===== config.mk =====
export PLATFORM = sky130hd
export DESIGN_NAME = chimp_seq_ctrl
export DESIGN_NICKNAME = d
export VERILOG_FILES = /design/src/rtl/chimp_pkg.sv /design/src/rtl/chimp_score_keeper.sv /design/src/rtl/chimp_seq_ctrl.sv
export SDC_FILE = /design/constraint.sdc
export NUM_CORES = 1
export LEC_CHECK = 0
export CAP_MARGIN = 20
export CORE_MARGIN = 4
export CORE_UTILIZATION = 40
export DETAILED_ROUTE_END_ITERATION = 16
export HOLD_SLACK_MARGIN = 0.12
export PLACE_DENSITY = 0.67
export SLEW_MARGIN = 5
export SYNTH_ARGS = -nofsm -noshare
export SYNTH_HDL_FRONTEND = slang
export SYNTH_SLANG_ARGS = --single-unit
export TNS_END_PERCENT = 30

===== constraint.sdc =====
create_clock -name clk -period 1.73 [get_ports clk]
set_input_delay 0.2595 -clock clk [delete_from_list [all_inputs] [get_ports clk]]
set_output_delay 0.2595 -clock clk [all_outputs]
set_load 0.1 [all_outputs]

===== src/rtl/chimp_pkg.sv =====
// chimp_pkg: shared state encoding and level-width helper for the chimp memory game
package chimp_pkg;
  typedef enum logic [2:0] {
    S_IDLE    = 3'd0,
    S_ARM     = 3'd1,
    S_CLEAR   = 3'd2,
    S_LOAD    = 3'd3,
    S_CHOOSE  = 3'd4,
    S_ADVANCE = 3'd5,
    S_FAIL    = 3'd6,
    S_OVER    = 3'd7
  } chimp_state_t;
  function automatic int lw_of(input int max_level);
    return $clog2(max_level + 1);
  endfunction
endpackage


===== src/rtl/chimp_score_keeper.sv =====
// chimp_score_keeper: level, strikes, best-level and win registers driven by new_game/advance/strike controls
module chimp_score_keeper #(
  parameter int MAX_LEVEL   = 31,
  parameter int START_LEVEL = 4,
  parameter int LIVES       = 3,
  parameter int LW          = 5,
  parameter int SW          = 2
) (
  input  logic          clk,
  input  logic          iResetn,
  input  logic          new_game_i,
  input  logic          advance_i,
  input  logic          strike_i,
  output logic [LW-1:0] level_o,
  output logic [LW-1:0] best_o,
  output logic [SW-1:0] strikes_o,
  output logic          win_o
);
  localparam logic [LW-1:0] LVL_START = LW'(START_LEVEL);
  localparam logic [LW-1:0] LVL_MAX   = LW'(MAX_LEVEL);
  localparam logic [SW-1:0] STK_MAX   = SW'(LIVES);
  logic [LW-1:0] level_q, level_d, best_q, best_d;
  logic [SW-1:0] strikes_q, strikes_d;
  logic          win_q, win_d;
  always_comb begin
    level_d   = new_game_i ? LVL_START : (advance_i && level_q != LVL_MAX) ? level_q + LW'(1) : level_q;
    strikes_d = new_game_i ? '0 : (strike_i && strikes_q != STK_MAX) ? strikes_q + SW'(1) : strikes_q;
    win_d     = new_game_i ? 1'b0 : (advance_i && level_q == LVL_MAX) ? 1'b1 : win_q;
    best_d    = (advance_i && level_q > best_q) ? level_q : best_q;
  end
  always_ff @(posedge clk) begin
    if (!iResetn) begin
      level_q   <= LVL_START;
      strikes_q <= '0;
      best_q    <= '0;
      win_q     <= 1'b0;
    end else begin
      level_q   <= level_d;
      strikes_q <= strikes_d;
      best_q    <= best_d;
      win_q     <= win_d;
    end
  end
  assign level_o   = level_q;
  assign best_o    = best_q;
  assign strikes_o = strikes_q;
  assign win_o     = win_q;
endmodule


===== src/rtl/chimp_seq_ctrl.sv =====
// chimp_seq_ctrl: counter-based game sequencer between pick/loader datapath and board loader/renderer
module chimp_seq_ctrl
  import chimp_pkg::*;
#(
  parameter int MAX_LEVEL        = 31,
  parameter int START_LEVEL      = 4,
  parameter int LIVES            = 3,
  parameter int HIDE_AFTER_FIRST = 1,
  localparam int LW = lw_of(MAX_LEVEL),
  localparam int SW = $clog2(LIVES + 1)
) (
  input  logic          clk,
  input  logic          iResetn,
  input  logic          iSpace,
  input  logic          iDoneLoad,
  input  logic          iChoseCorrectNum,
  input  logic          iChoseWrongNum,
  output logic [LW-1:0] oNumToChoose,
  output logic [LW-1:0] oLevel,
  output logic [SW-1:0] oStrikes,
  output logic [LW-1:0] oBest,
  output logic          oLoadEnable,
  output logic          oShowEnable,
  output logic          oResetBoard,
  output logic          oGameOver,
  output logic          oWin
);
  localparam logic [LW-1:0] LVL_MAX = LW'(MAX_LEVEL);
  chimp_state_t  state_q, state_d;
  logic [LW-1:0] num_q, num_d, level;
  logic [SW-1:0] strikes;
  logic          win, new_game;
  always_comb begin
    state_d  = state_q;
    num_d    = num_q;
    new_game = 1'b0;
    case (state_q)
      S_IDLE: begin
        new_game = 1'b1;
        num_d    = '0;
        state_d  = iSpace ? S_ARM : S_IDLE;
      end
      S_ARM:   state_d = iSpace ? S_ARM : S_CLEAR;
      S_CLEAR: begin
        num_d   = '0;
        state_d = S_LOAD;
      end
      S_LOAD: begin
        num_d   = iDoneLoad ? LW'(1) : num_q;
        state_d = iDoneLoad ? S_CHOOSE : S_LOAD;
      end
      S_CHOOSE: begin
        state_d = iChoseWrongNum ? S_FAIL : (iChoseCorrectNum && num_q == level) ? S_ADVANCE : S_CHOOSE;
        num_d   = (!iChoseWrongNum && iChoseCorrectNum && num_q != level) ? num_q + LW'(1) : num_q;
      end
      S_ADVANCE: state_d = level == LVL_MAX ? S_OVER : S_CLEAR;
      S_FAIL:    state_d = strikes == SW'(LIVES - 1) ? S_OVER : S_CLEAR;
      S_OVER: begin
        new_game = iSpace;
        state_d  = iSpace ? S_ARM : S_OVER;
      end
      default: state_d = S_IDLE;
    endcase
  end
  always_ff @(posedge clk) begin
    if (!iResetn) begin
      state_q <= S_IDLE;
      num_q   <= '0;
    end else begin
      state_q <= state_d;
      num_q   <= num_d;
    end
  end
  chimp_score_keeper #(
    .MAX_LEVEL  (MAX_LEVEL),
    .START_LEVEL(START_LEVEL),
    .LIVES      (LIVES),
    .LW         (LW),
    .SW         (SW)
  ) u_score (
    .clk       (clk),
    .iResetn   (iResetn),
    .new_game_i(new_game),
    .advance_i (state_q == S_ADVANCE),
    .strike_i  (state_q == S_FAIL),
    .level_o   (level),
    .best_o    (oBest),
    .strikes_o (strikes),
    .win_o     (win)
  );
  assign oNumToChoose = state_q == S_CHOOSE ? num_q : '0;
  assign oLevel       = level;
  assign oStrikes     = strikes;
  assign oLoadEnable  = state_q == S_LOAD;
  assign oShowEnable  = state_q == S_LOAD || (state_q == S_CHOOSE && (HIDE_AFTER_FIRST == 0 || num_q == LW'(1)));
  assign oResetBoard  = state_q inside {S_IDLE, S_ARM, S_CLEAR, S_ADVANCE, S_FAIL};
  assign oGameOver    = state_q == S_OVER && !win;
  assign oWin         = state_q == S_OVER && win;
endmodule


==> results of run 1 <==
power breakdown:
group / switching [mW] / leakage, nW / internal, mW / total (mW)
combinational: 0.0520 / 0.656 / 0.0495 / 0.101
sequential: 0.00582 / 0.179 / 0.470 / 0.476
clock: 0.159 / 0.0177 / 0.0862 / 0.245
total: 0.217 / 0.853 / 0.605 / 0.822
cell type report:
class	count	area, um^2
fillers	258	1050
multi-input cells	119	980
repair buffers	55	708
flip-flops and latches	21	468
well taps	46	57.6
inverters	12	47.5
clock buffers	3	22.5
clock inverters	1	5.00
logic make-up (layout without fill, tap and decap cells):
family | Yosys count | in the layout | synth area share (%)
AOI/OAI and AO/OA | 35 | 35 | 18.5
xor gates and xnor gates | 4 | 4 | 2.53
adders and majority gates | 11 | 11 | 9.92
buffers and inverters | 19 | 71 | 6.67
DFF | 21 | 21 | 30.3
muxes | 10 | 10 | 7.21
and+or+nand+nor | 59 | 59 | 24.9
layout by cell type, fill, tap and decap left out, types with 3 or more instances in the layout:
cell / n
a21oi_1: 10
a22oi_1: 3
and2b_1: 3
buf_12: 22
buf_4: 26
clkbuf_4: 3
clkdlybuf4s50_1: 5
dfxtp_1: 7
dfxtp_4: 12
ha_1: 5
ha_4: 4
inv_1: 8
inv_2: 3
mux2i_1: 10
nand2_1: 5
nand4_1: 4
nor2_1: 10
nor2_2: 3
nor2b_1: 9
o21ai_0: 6
or3_1: 3
xnor2_1: 3
registers in the layout, indices dropped and copies added (netlist names):
| name | cells |
|---|---|
| num_q | 5 |
| u_score.best_o | 5 |
| u_score.level_o | 5 |
| u_score.strikes_o | 2 |
| u_score.win_o | 1 |
| state_q | 3 |
path summary, 6_finish.rpt:
| check | end | slack (ns) | cells after the start |
|---|---|---|---|
| min reg2reg | num_q[1]$_SDFFE_PN0P_ | 0.52 | 2 |
| max | u_score.best_o[0]$_SDFFE_PN0P_ | -0.03 | 7 |
| max reg2reg | u_score.best_o[0]$_SDFFE_PN0P_ | -0.03 | 7 |
| min | num_q[1]$_SDFFE_PN0P_ | 0.52 | 2 |
stage by stage:
step	utilization [%]	TNS (ns)	instances
final	68.6	-0.109	257
after global routing	68.6	-0.593	257
after detailed placement	63.8	-0.321	245
after CTS	67.0	-0.230	254
after global placement	63.8	-0.00861	245
after floorplan	-	-2.38	159
layer usage:
| metal | vias to the layer above | part of all wire (%) |
|---|---|---|
| met1 | 651 | 42 |
| met3 | 2 | 3.0 |
| li1 | 672 | - |
| met5 | - | 0 |
| met2 | 30 | 54 |
| met4 | 0 | 0.54 |
cell usage after synthesis, drive strengths merged:
cell and instances:
nor4 1, o21ai 6, buf 4, xnor2 3
a21oi 12, nand2b 1, nor3 2, a22oi 3
and2b 3, nand4b 1, nor4b 1, a41o 1
and4 2, o311ai 1, clkbuf 3, or3 3
dfxtp 21, xor2 1, nor3b 1, nor2b 10
a21o 1, a41oi 1, nor2 14, nand4 4
mux2i 10, a211oi 3, nand2 5, and2 5
nand3b 2, a21boi 2, inv 12, nand3 1
o21bai 1, and3 3, o32a 1, o211ai 1
o22ai 1, a211o 1, ha 11
worst max-delay path, delay by kind of cell, from the launching register on:
family	cells	cell delay, ns
compound gates	2	0.56
fa+ha+maj	1	0.20
buf+inv	1	0.03
mux	1	0.23
flops	1	0.38
simple gates	2	0.26
what timing repair did:
action | in CTS | in global routing
pin swaps | 2 | 8
endpoints found under the hold margin | 0 | 0
hold buffers | 0 | 0
setup endpoints to repair | 17 | 18
setup buffers | 5 | 3
resized for setup | 10 | 11
==> qor.csv, run 1 <==
stage,metric,value,unit
global_routing,first-pass GRT wire length,6220,um
critical_path,Worst EP arrival,1.98,ns
logic_synthesis,#FFs+latches synth,21,
global_routing,Tot GR Track Use,18.1,%
clock_tree,TritonCTS buffer count,3,
logic_synthesis,ranking of synthesized cells by area,"dfxtp_1 (30%), ha_1 (9.9%), mux2i_1 (7.2%)",
logic_synthesis,post-synthesis sequential area ratio,30.3,%
critical_path,crit path launch,u_score.best_o[3]$_SDFFE_PN0P_,
logic_synthesis,Synth warnings,0,
route,WL/cell,15.1,um
sta,Setup-failing EPs final,5,
logic_synthesis,Post-Syn Area,1390,um^2
global_routing,vias in the first global route,1348,
sta,Final Hold Viols,0,
die,row cnt,21,
pwr,Leakage Power,0.853,nW
sta,fin crit share,102,%
pwr,"Power, Total",0.822,mW
global_routing,grt total ovfl,0,
sta,setup ws final,-0.0302,ns
critical_path,Crit Reg-Reg Startpoint,u_score.best_o[3]$_SDFFE_PN0P_,
die,Top Ports,28,
logic_synthesis,Yosys top cell area share,30.3,%
pwr,pwr/cell area,359,nW/um^2
placed_design,port buffer count,27,
route,WL final,3880,um
sta,Fmax,0.568,GHz
placed_design,Final HPWL DP,2900,um
clock_tree,clk slew on worst S/H paths,0.13,ns
clock_tree,Clock H-tree levels,1,
route,DRC Markers,0,
clock_tree,CTS tree,done,
route,DR pass1 iterations,6,
global_routing,GRT Max-Usage Layer,met2,
sta,Worst Hold Slack,0.516,ns
cells_and_area,Syn-to-layout area delta,64.9,%
placed_design,setup slack at placement,-0.0970,ns
route,Via Count,1355,
critical_path,crit path cell chain,"inv_4, ha_4, and4_1, a211o_1, a21oi_4, mux2i_1, nor2b_1",
sta,Worst-Margin Slew,0.627,ns
logic_synthesis,post-synth top area cell,dfxtp_1,
placed_design,GP Congestion,0.849,
cells_and_area,ANT cells,0,
min_path,Hold Startpoint,num_q[1]$_SDFFE_PN0P_,
sta,Clock Skews,0.00654,ns
placed_design,Post-DP Area,2130,um^2
sta,final number of max-transition violations,0,
global_routing,GR Layer Usage met3,2.02,%
critical_path,CP Capture Type,flip-flop,
critical_path,slowest cell on the critical path,dfxtp_4,
logic_synthesis,Syn Nets,176,
die,DIE WIDTH,66.9,um
critical_path,max incr delay on CP,0.38,ns
clock_tree,clock sinks,21,
logic_synthesis,Yosys cell types,45,
route,DRT iter0 DRCs,68,
cells_and_area,layout cell share with drive strength beyond 1,46.0,%
cells_and_area,"Design Area, Final",2290,um^2
min_path,worst hold path class,reg -> reg,
route,Via density,5.27,
sta,Slew headroom,58.1,%
logic_synthesis,Avg Inst Size Synth,8.73,um^2
die,Die Y,66.9,um
cells_and_area,nets,229,
pwr,Max IR drop VDD,0.000204,V
die,initial core utilization,41.6,%
critical_path,crit-path max FO,5,
outcome,failing checks,setup timing,
route,ANT nets after route,0,
sta,RSZ-0062 raised after global routing,yes,
job,max-cap violations,0,
clock_tree,Worst-Skew Late Latency,0.31,ns
die,Placeable Area,3340,um^2
critical_path,type of origin of the critical path,flip-flop,
critical_path,Setup CP Type,reg -> reg,
outcome,status,finished with violations,
global_routing,met1 global-route usage,22.1,%
critical_path,Worst EP required,1.95,ns
clock_tree,Longest Clk Path Bufs,2,
global_routing,initial antenna violation count,0,
global_routing,met2 Resource Use GR,32.2,%
clock_tree,CTS root buffer,clkbuf_4,
sta,minimum clock period,1.76,ns
logic_synthesis,post-synthesis cell count,159,
die,die footprint,4470,um^2
global_routing,largest net degree at the start of global routing,14,
(Power assumes the default switching activity.)
==> run 2: changes to the inputs <==
Settings changed: ABC_CLOCK_PERIOD_IN_PS from default to 1730, SYNTH_HIERARCHICAL from default to 1.
==> run 2 against run 1 <==
Against the previous run:
- the flow still finishes with violations (setup timing)
- global-route usage fell by 0.25 points
- combinational power barely moved
- clock skew rose by 0.0033 ns
- clock power barely moved
- critical path depth fell by 2
==> qor.csv, run 2 <==
stage,metric,value,unit
outcome,status,finished with violations,
outcome,failing checks,setup timing,
critical_path,CP Capture Type,primary output,
global_routing,Tot GR Track Use,17.8,%
logic_synthesis,Avg Inst Size Synth,8.14,um^2
die,DIE WIDTH,66.1,um
die,row cnt,20,
die,Placeable Area,3150,um^2
placed_design,Final HPWL DP,2690,um
sta,Worst-Margin Slew,0.484,ns
logic_synthesis,Yosys cell types,39,
logic_synthesis,Syn Nets,182,
route,ANT nets after route,0,
die,Top Ports,28,
cells_and_area,"Design Area, Final",2120,um^2
cells_and_area,Syn-to-layout area delta,56.9,%
clock_tree,Longest Clk Path Bufs,2,
route,WL/cell,14.4,um
logic_synthesis,ranking of synthesized cells by area,"dfxtp_1 (31%), ha_1 (9.3%), mux2i_1 (5.9%)",
logic_synthesis,post-synth top area cell,dfxtp_1,
die,Die Y,66.1,um
critical_path,Worst EP required,1.47,ns
critical_path,Worst EP arrival,1.50,ns
sta,fin crit share,102,%
route,Via Count,1284,
clock_tree,CTS root buffer,clkbuf_4,
logic_synthesis,post-synthesis sequential area ratio,31.1,%
global_routing,largest net degree at the start of global routing,13,
placed_design,Post-DP Area,1990,um^2
global_routing,first-pass GRT wire length,6150,um
logic_synthesis,#FFs+latches synth,21,
logic_synthesis,Post-Syn Area,1350,um^2
cells_and_area,most frequent cells in the layout,"buf_12 (22), nand2_1 (15), buf_4 (14), nor2_1 (12), dfxtp_2 (11)",
critical_path,type of origin of the critical path,flip-flop,
sta,RSZ-0062 raised after global routing,yes,
critical_path,crit-path max FO,7,
min_path,worst hold path class,reg -> reg,
cells_and_area,layout cell share with drive strength beyond 1,38.4,%
critical_path,Setup CP Type,reg -> out,
cells_and_area,"leading cell type in the layout, fill and taps excluded",buf_12,
sta,Slew headroom,67.4,%
critical_path,Critical path destination,oNumToChoose[2],
pwr,Max IR drop VDD,0.000306,V
sta,setup ws final,-0.0311,ns
global_routing,vias in the first global route,1324,
die,die footprint,4370,um^2
sta,minimum clock period,1.76,ns
clock_tree,TritonCTS buffer count,3,
route,DR pass1 iterations,4,
cells_and_area,nets,220,
logic_synthesis,Yosys top cell area share,31.1,%
pwr,pwr/cell area,389,nW/um^2
clock_tree,CTS tree,done,
die,initial core utilization,42.9,%
clock_tree,Clock H-tree levels,1,
global_routing,initial antenna violation count,0,
route,DRT iter0 DRCs,49,
clock_tree,clock sinks,21,
clock_tree,Worst-Skew Late Latency,0.31,ns
placed_design,port buffer count,27,
clock_tree,cts hold-fix bufs,0,
logic_synthesis,"EDFF count, synth",0,
critical_path,cells on worst reg2reg path,8,
critical_path,crit path launch,state_q[1]$_SDFF_PN0_,
logic_synthesis,post-synthesis cell count,166,
logic_synthesis,top-count cell post-synth,dfxtp_1,
sta,Worst Hold Slack,0.499,ns
cells_and_area,ANT cells,0,
route,DRC Markers,0,
sta,Final Hold Viols,0,
sta,final number of max-transition violations,0,
sta,Setup-failing EPs final,5,
clock_tree,clk slew on worst S/H paths,0.13,ns
logic_synthesis,Synth warnings,6,
placed_design,GP Congestion,0.791,
logic_synthesis,Main synth FF type,dfxtp_1,
critical_path,R2R Path End,u_score/level_o[3]$_SDFFE_PP0P_,
critical_path,Crit Reg-Reg Startpoint,u_score/level_o[1]$_SDFFE_PP0P_,
logic_synthesis,Async SR Flop Fraction,0,%
sta,Clock Skews,0.00981,ns
sta,Fmax,0.568,GHz
critical_path,Reg2Reg Setup Slack,0.06,ns
route,Via density,5.20,
pwr,Leakage Power,0.810,nW
route,WL final,3550,um
global_routing,grt total ovfl,0,
job,max-cap violations,0,
logic_synthesis,Commonest cells post-synth,"dfxtp_1 (21), nand2_1 (16), nor2_1 (14)",
==> run 2: area by class of cell <==
class,count,area (um^2)
clock buffers,3,22.5
clock inverters,1,5.00
fillers,251,1030
inverters,10,42.5
multi-input cells,126,935
flip-flops and latches,21,453
well taps,44,55.1
repair buffers,42,607
==> run 2: critical path, cell delays in order, from the launching register on <==
cell and delay [ns]:
dfxtp_4 0.37, or2_4 0.24, nor2_1 0.10, buf_4 0.17, and2_4 0.16, buf_12 0.16
==> run 2: kinds of logic (layout without fill, tap and decap cells) <==
family	count (synthesis)	in the layout	synth area share, %
simple gates	67	67	25.0
compound gates	33	33	16.0
flops	21	21	31.1
buf+inv	19	56	7.50
fa+ha+maj	10	10	9.26
xor+xnor	8	8	5.19
mux	8	8	5.93
==> run 2: metrics by stage <==
stage | setup slack, ns | util (%) | std cells | power, mW | setup TNS [ns]
after floorplan | -0.145 | - | 166 | 0.549 | -0.742
after global placement | 0.0265 | 63.2 | 239 | 0.575 | 0
after detailed placement | -0.0176 | 63.2 | 239 | 0.577 | -0.0176
after CTS | -0.0421 | 66.0 | 246 | 0.828 | -0.166
after global routing | -0.101 | 67.2 | 247 | 0.867 | -0.565
final | -0.0311 | 67.2 | 247 | 0.824 | -0.116
==> run 2: what timing repair did <==
item	in CTS	in global routing
buffers inserted	3	1
gates cloned	0	0
resized for setup	15	8
setup endpoints to repair	8	15
endpoints found under the hold margin	0	0
pin swaps	3	3
==> run 2: worst min-delay path by stage <==
stage / startpoint / endpoint / slack, ns / depth (start not counted)
2_1_floorplan: iChoseWrongNum / state_q[1]$_SDFF_PN0_ / 0.44 / 2
3_3_place_gp: u_score/best_o[4]$_SDFFE_PN0P_ / u_score/best_o[4]$_SDFFE_PN0P_ / 0.47 / 2
3_5_place_dp: u_score/best_o[2]$_SDFFE_PN0P_ / u_score/best_o[2]$_SDFFE_PN0P_ / 0.48 / 2
4_1_cts: u_score/best_o[2]$_SDFFE_PN0P_ / u_score/best_o[2]$_SDFFE_PN0P_ / 0.50 / 2
5_1_grt: u_score/best_o[2]$_SDFFE_PN0P_ / u_score/best_o[2]$_SDFFE_PN0P_ / 0.53 / 2
6_report: u_score/best_o[2]$_SDFFE_PN0P_ / u_score/best_o[2]$_SDFFE_PN0P_ / 0.50 / 2
==> run 2: routing by layer <==
layer,global-route usage [%],vias to the layer above,part of all wire [%]
li1,-,651,-
met1,21.6,605,44
met2,31.8,26,52
met3,2.89,2,3.2
met4,5.58,0,0.59
met5,0,-,0
==> run 2: power by group <==
part           switching, mW  internal, mW  total [mW]  leakage (nW)
Combinational         0.0507        0.0470      0.0977         0.614
Clock                  0.159        0.0862       0.245        0.0177
Sequential           0.00198         0.479       0.481         0.178
==> run 3: changes to the inputs <==
Settings changed: CORE_UTILIZATION 40 to 46, PLACE_DENSITY 0.67 to 0.76.
==> run 3 against run 2 <==
Against the previous run:
- the flow still finishes with violations (setup timing)
- critical path depth decreased by 1
- via count increased by 2.6%
- hold slack improved by 0.0049 ns
- register-to-register slack improved by 0.02 ns
- maximum frequency increased by 1.4%
- sequential share of layout area increased by 0.16 points
- routed wire length decreased by 1.5%
- clock-buffer cell count unchanged
- sequential cell count unchanged
- setup slack improved by 0.024 ns
- combinational power decreased by 6.0%
- core utilization increased by 8.2 points
- highest routed layer unchanged
==> qor.csv, run 3 (synthesized netlist as in run 2, its figures left out) <==
stage,metric,value,unit
die,Placeable Area,2780,um^2
global_routing,grt total ovfl,0,
pwr,Max IR drop VDD,0.000468,V
critical_path,Crit path max-delay family,simple AND/OR/NAND/NOR gates,
sta,fin crit share,100,%
placed_design,Final HPWL DP,2670,um
placed_design,GP Congestion,0.884,
clock_tree,Clock H-tree levels,1,
placed_design,port buffer count,27,
job,max-cap violations,0,
route,WL/cell,14.9,um
cells_and_area,"leading cell type in the layout, fill and taps excluded",buf_12,
clock_tree,CTS tree,done,
route,Via Count,1317,
route,DR pass1 iterations,4,
clock_tree,Worst-Skew Late Latency,0.31,ns
global_routing,vias in the first global route,1332,
clock_tree,clk slew on worst S/H paths,0.13,ns
cells_and_area,most frequent cells in the layout,"buf_12 (22), nand2_1 (15), buf_4 (14), nor2_1 (10), dfxtp_2 (10)",
sta,Final Hold Viols,0,
die,initial core utilization,48.6,%
global_routing,Tot GR Track Use,18.4,%
route,ANT nets after route,0,
critical_path,CP bufs+invs,1,
outcome,status,finished with violations,
sta,final number of max-transition violations,0,
route,Via density,5.63,
cells_and_area,"Core Util, Final",75.4,%
sta,Fmax,0.576,GHz
critical_path,crit path cell chain,"or2_4, or2_4, nor2_4, buf_12",
sta,minimum clock period,1.74,ns
min_path,worst hold path class,reg -> reg,
cells_and_area,ANT cells,0,
placed_design,Post-DP Area,1990,um^2
sta,Worst-Margin Slew,0.351,ns
route,WL final,3500,um
clock_tree,Longest Clk Path Bufs,2,
outcome,failing checks,setup timing,
critical_path,max incr delay on CP,0.36,ns
cells_and_area,layout cell share with drive strength beyond 1,38.4,%
sta,Setup-failing EPs final,1,
global_routing,largest net degree at the start of global routing,13,
sta,RSZ-0062 raised after global routing,yes,
critical_path,slowest cell on the critical path,dfxtp_4,
route,DRT iter0 DRCs,78,
cells_and_area,nets,220,
cells_and_area,Syn-to-layout area delta,55.3,%
critical_path,Crit path top cell by count,or2_4,
critical_path,CP Capture Type,primary output,
die,DIE WIDTH,62.2,um
clock_tree,clock sinks,21,
critical_path,type of origin of the critical path,flip-flop,
die,row cnt,19,
clock_tree,TritonCTS buffer count,3,
route,DRC Markers,0,
sta,setup ws final,-0.00682,ns
pwr,pwr/cell area,394,nW/um^2
die,Die Y,62.2,um
critical_path,Worst EP required,1.47,ns
sta,Slew headroom,76.4,%
clock_tree,CTS root buffer,clkbuf_4,
global_routing,initial antenna violation count,0,
pwr,Leakage Power,0.819,nW
pwr,"Power, Total",0.827,mW
critical_path,Setup CP Type,reg -> out,
critical_path,crit-path max FO,3,
sta,Clock Skews,0.00288,ns
die,die footprint,3870,um^2
die,Top Ports,28,
cells_and_area,"Design Area, Final",2100,um^2
critical_path,Worst EP arrival,1.48,ns
global_routing,first-pass GRT wire length,6000,um
sta,Worst Hold Slack,0.504,ns
run 3: layout make-up:
| class | count | area [um^2] |
|---|---|---|
| inverter | 10 | 40.0 |
| tap | 31 | 38.8 |
| clock buffer | 3 | 22.5 |
| sequential | 21 | 452 |
| clock inverter | 1 | 5.00 |
| multi-input combinational | 126 | 933 |
| fill | 191 | 683 |
| timing repair buffer | 42 | 607 |
run 3: metal layers:
layer  track usage [%]  up-vias  routed length [um]
met2              32.1       38                1770
li1                  -      649                   -
met4              8.94        0                  59
met3              3.24        6                 129
met5                 0        -                   0
met1              21.3      624                1530
run 3: worst paths after layout:
check / cells past startpoint / to / from / slack [ns]
hold / removal: 2 / u_score/best_o[1]$_SDFFE_PN0P_ / u_score/best_o[1]$_SDFFE_PN0P_ / 0.50
setup / recovery: 4 / oNumToChoose[1] / state_q[1]$_SDFF_PN0_ / -0.007
hold reg to reg: 2 / u_score/best_o[1]$_SDFFE_PN0P_ / u_score/best_o[1]$_SDFFE_PN0P_ / 0.50
setup reg to reg: 4 / u_score/best_o[2]$_SDFFE_PN0P_ / u_score/level_o[3]$_SDFFE_PP0P_ / 0.08
run 3: repair_timing:
item | CTS | global route
pin swaps | 4 | 2
gates resized for setup | 19 | 5
setup buffers | 2 | 0
cloned | 0 | 0
setup endpoints to repair | 9 | 10
hold buffers | 0 | 0
run 3: where the power goes:
group | internal (mW) | switching, mW | total [mW]
registers | 0.479 | 0.00247 | 0.482
logic | 0.0430 | 0.0488 | 0.0918
clock network | 0.0865 | 0.167 | 0.253
run 3: worst reg2reg max path, stage by stage, from the launching register on:
cell      delay (ns)
dfxtp_2         0.46
ha_1            0.28
a211oi_1        0.28
a21o_1          0.33
mux2i_1         0.23
run 3: per-stage QoR:
step	TNS [ns]	setup WS, ns	instances
floorplan	-0.742	-0.145	166
global placement	0	0.0578	228
detailed placement	-0.00744	-0.00744	228
CTS	-0.161	-0.0339	234
global route	-0.348	-0.0753	234
finish	-0.00682	-0.00682	234
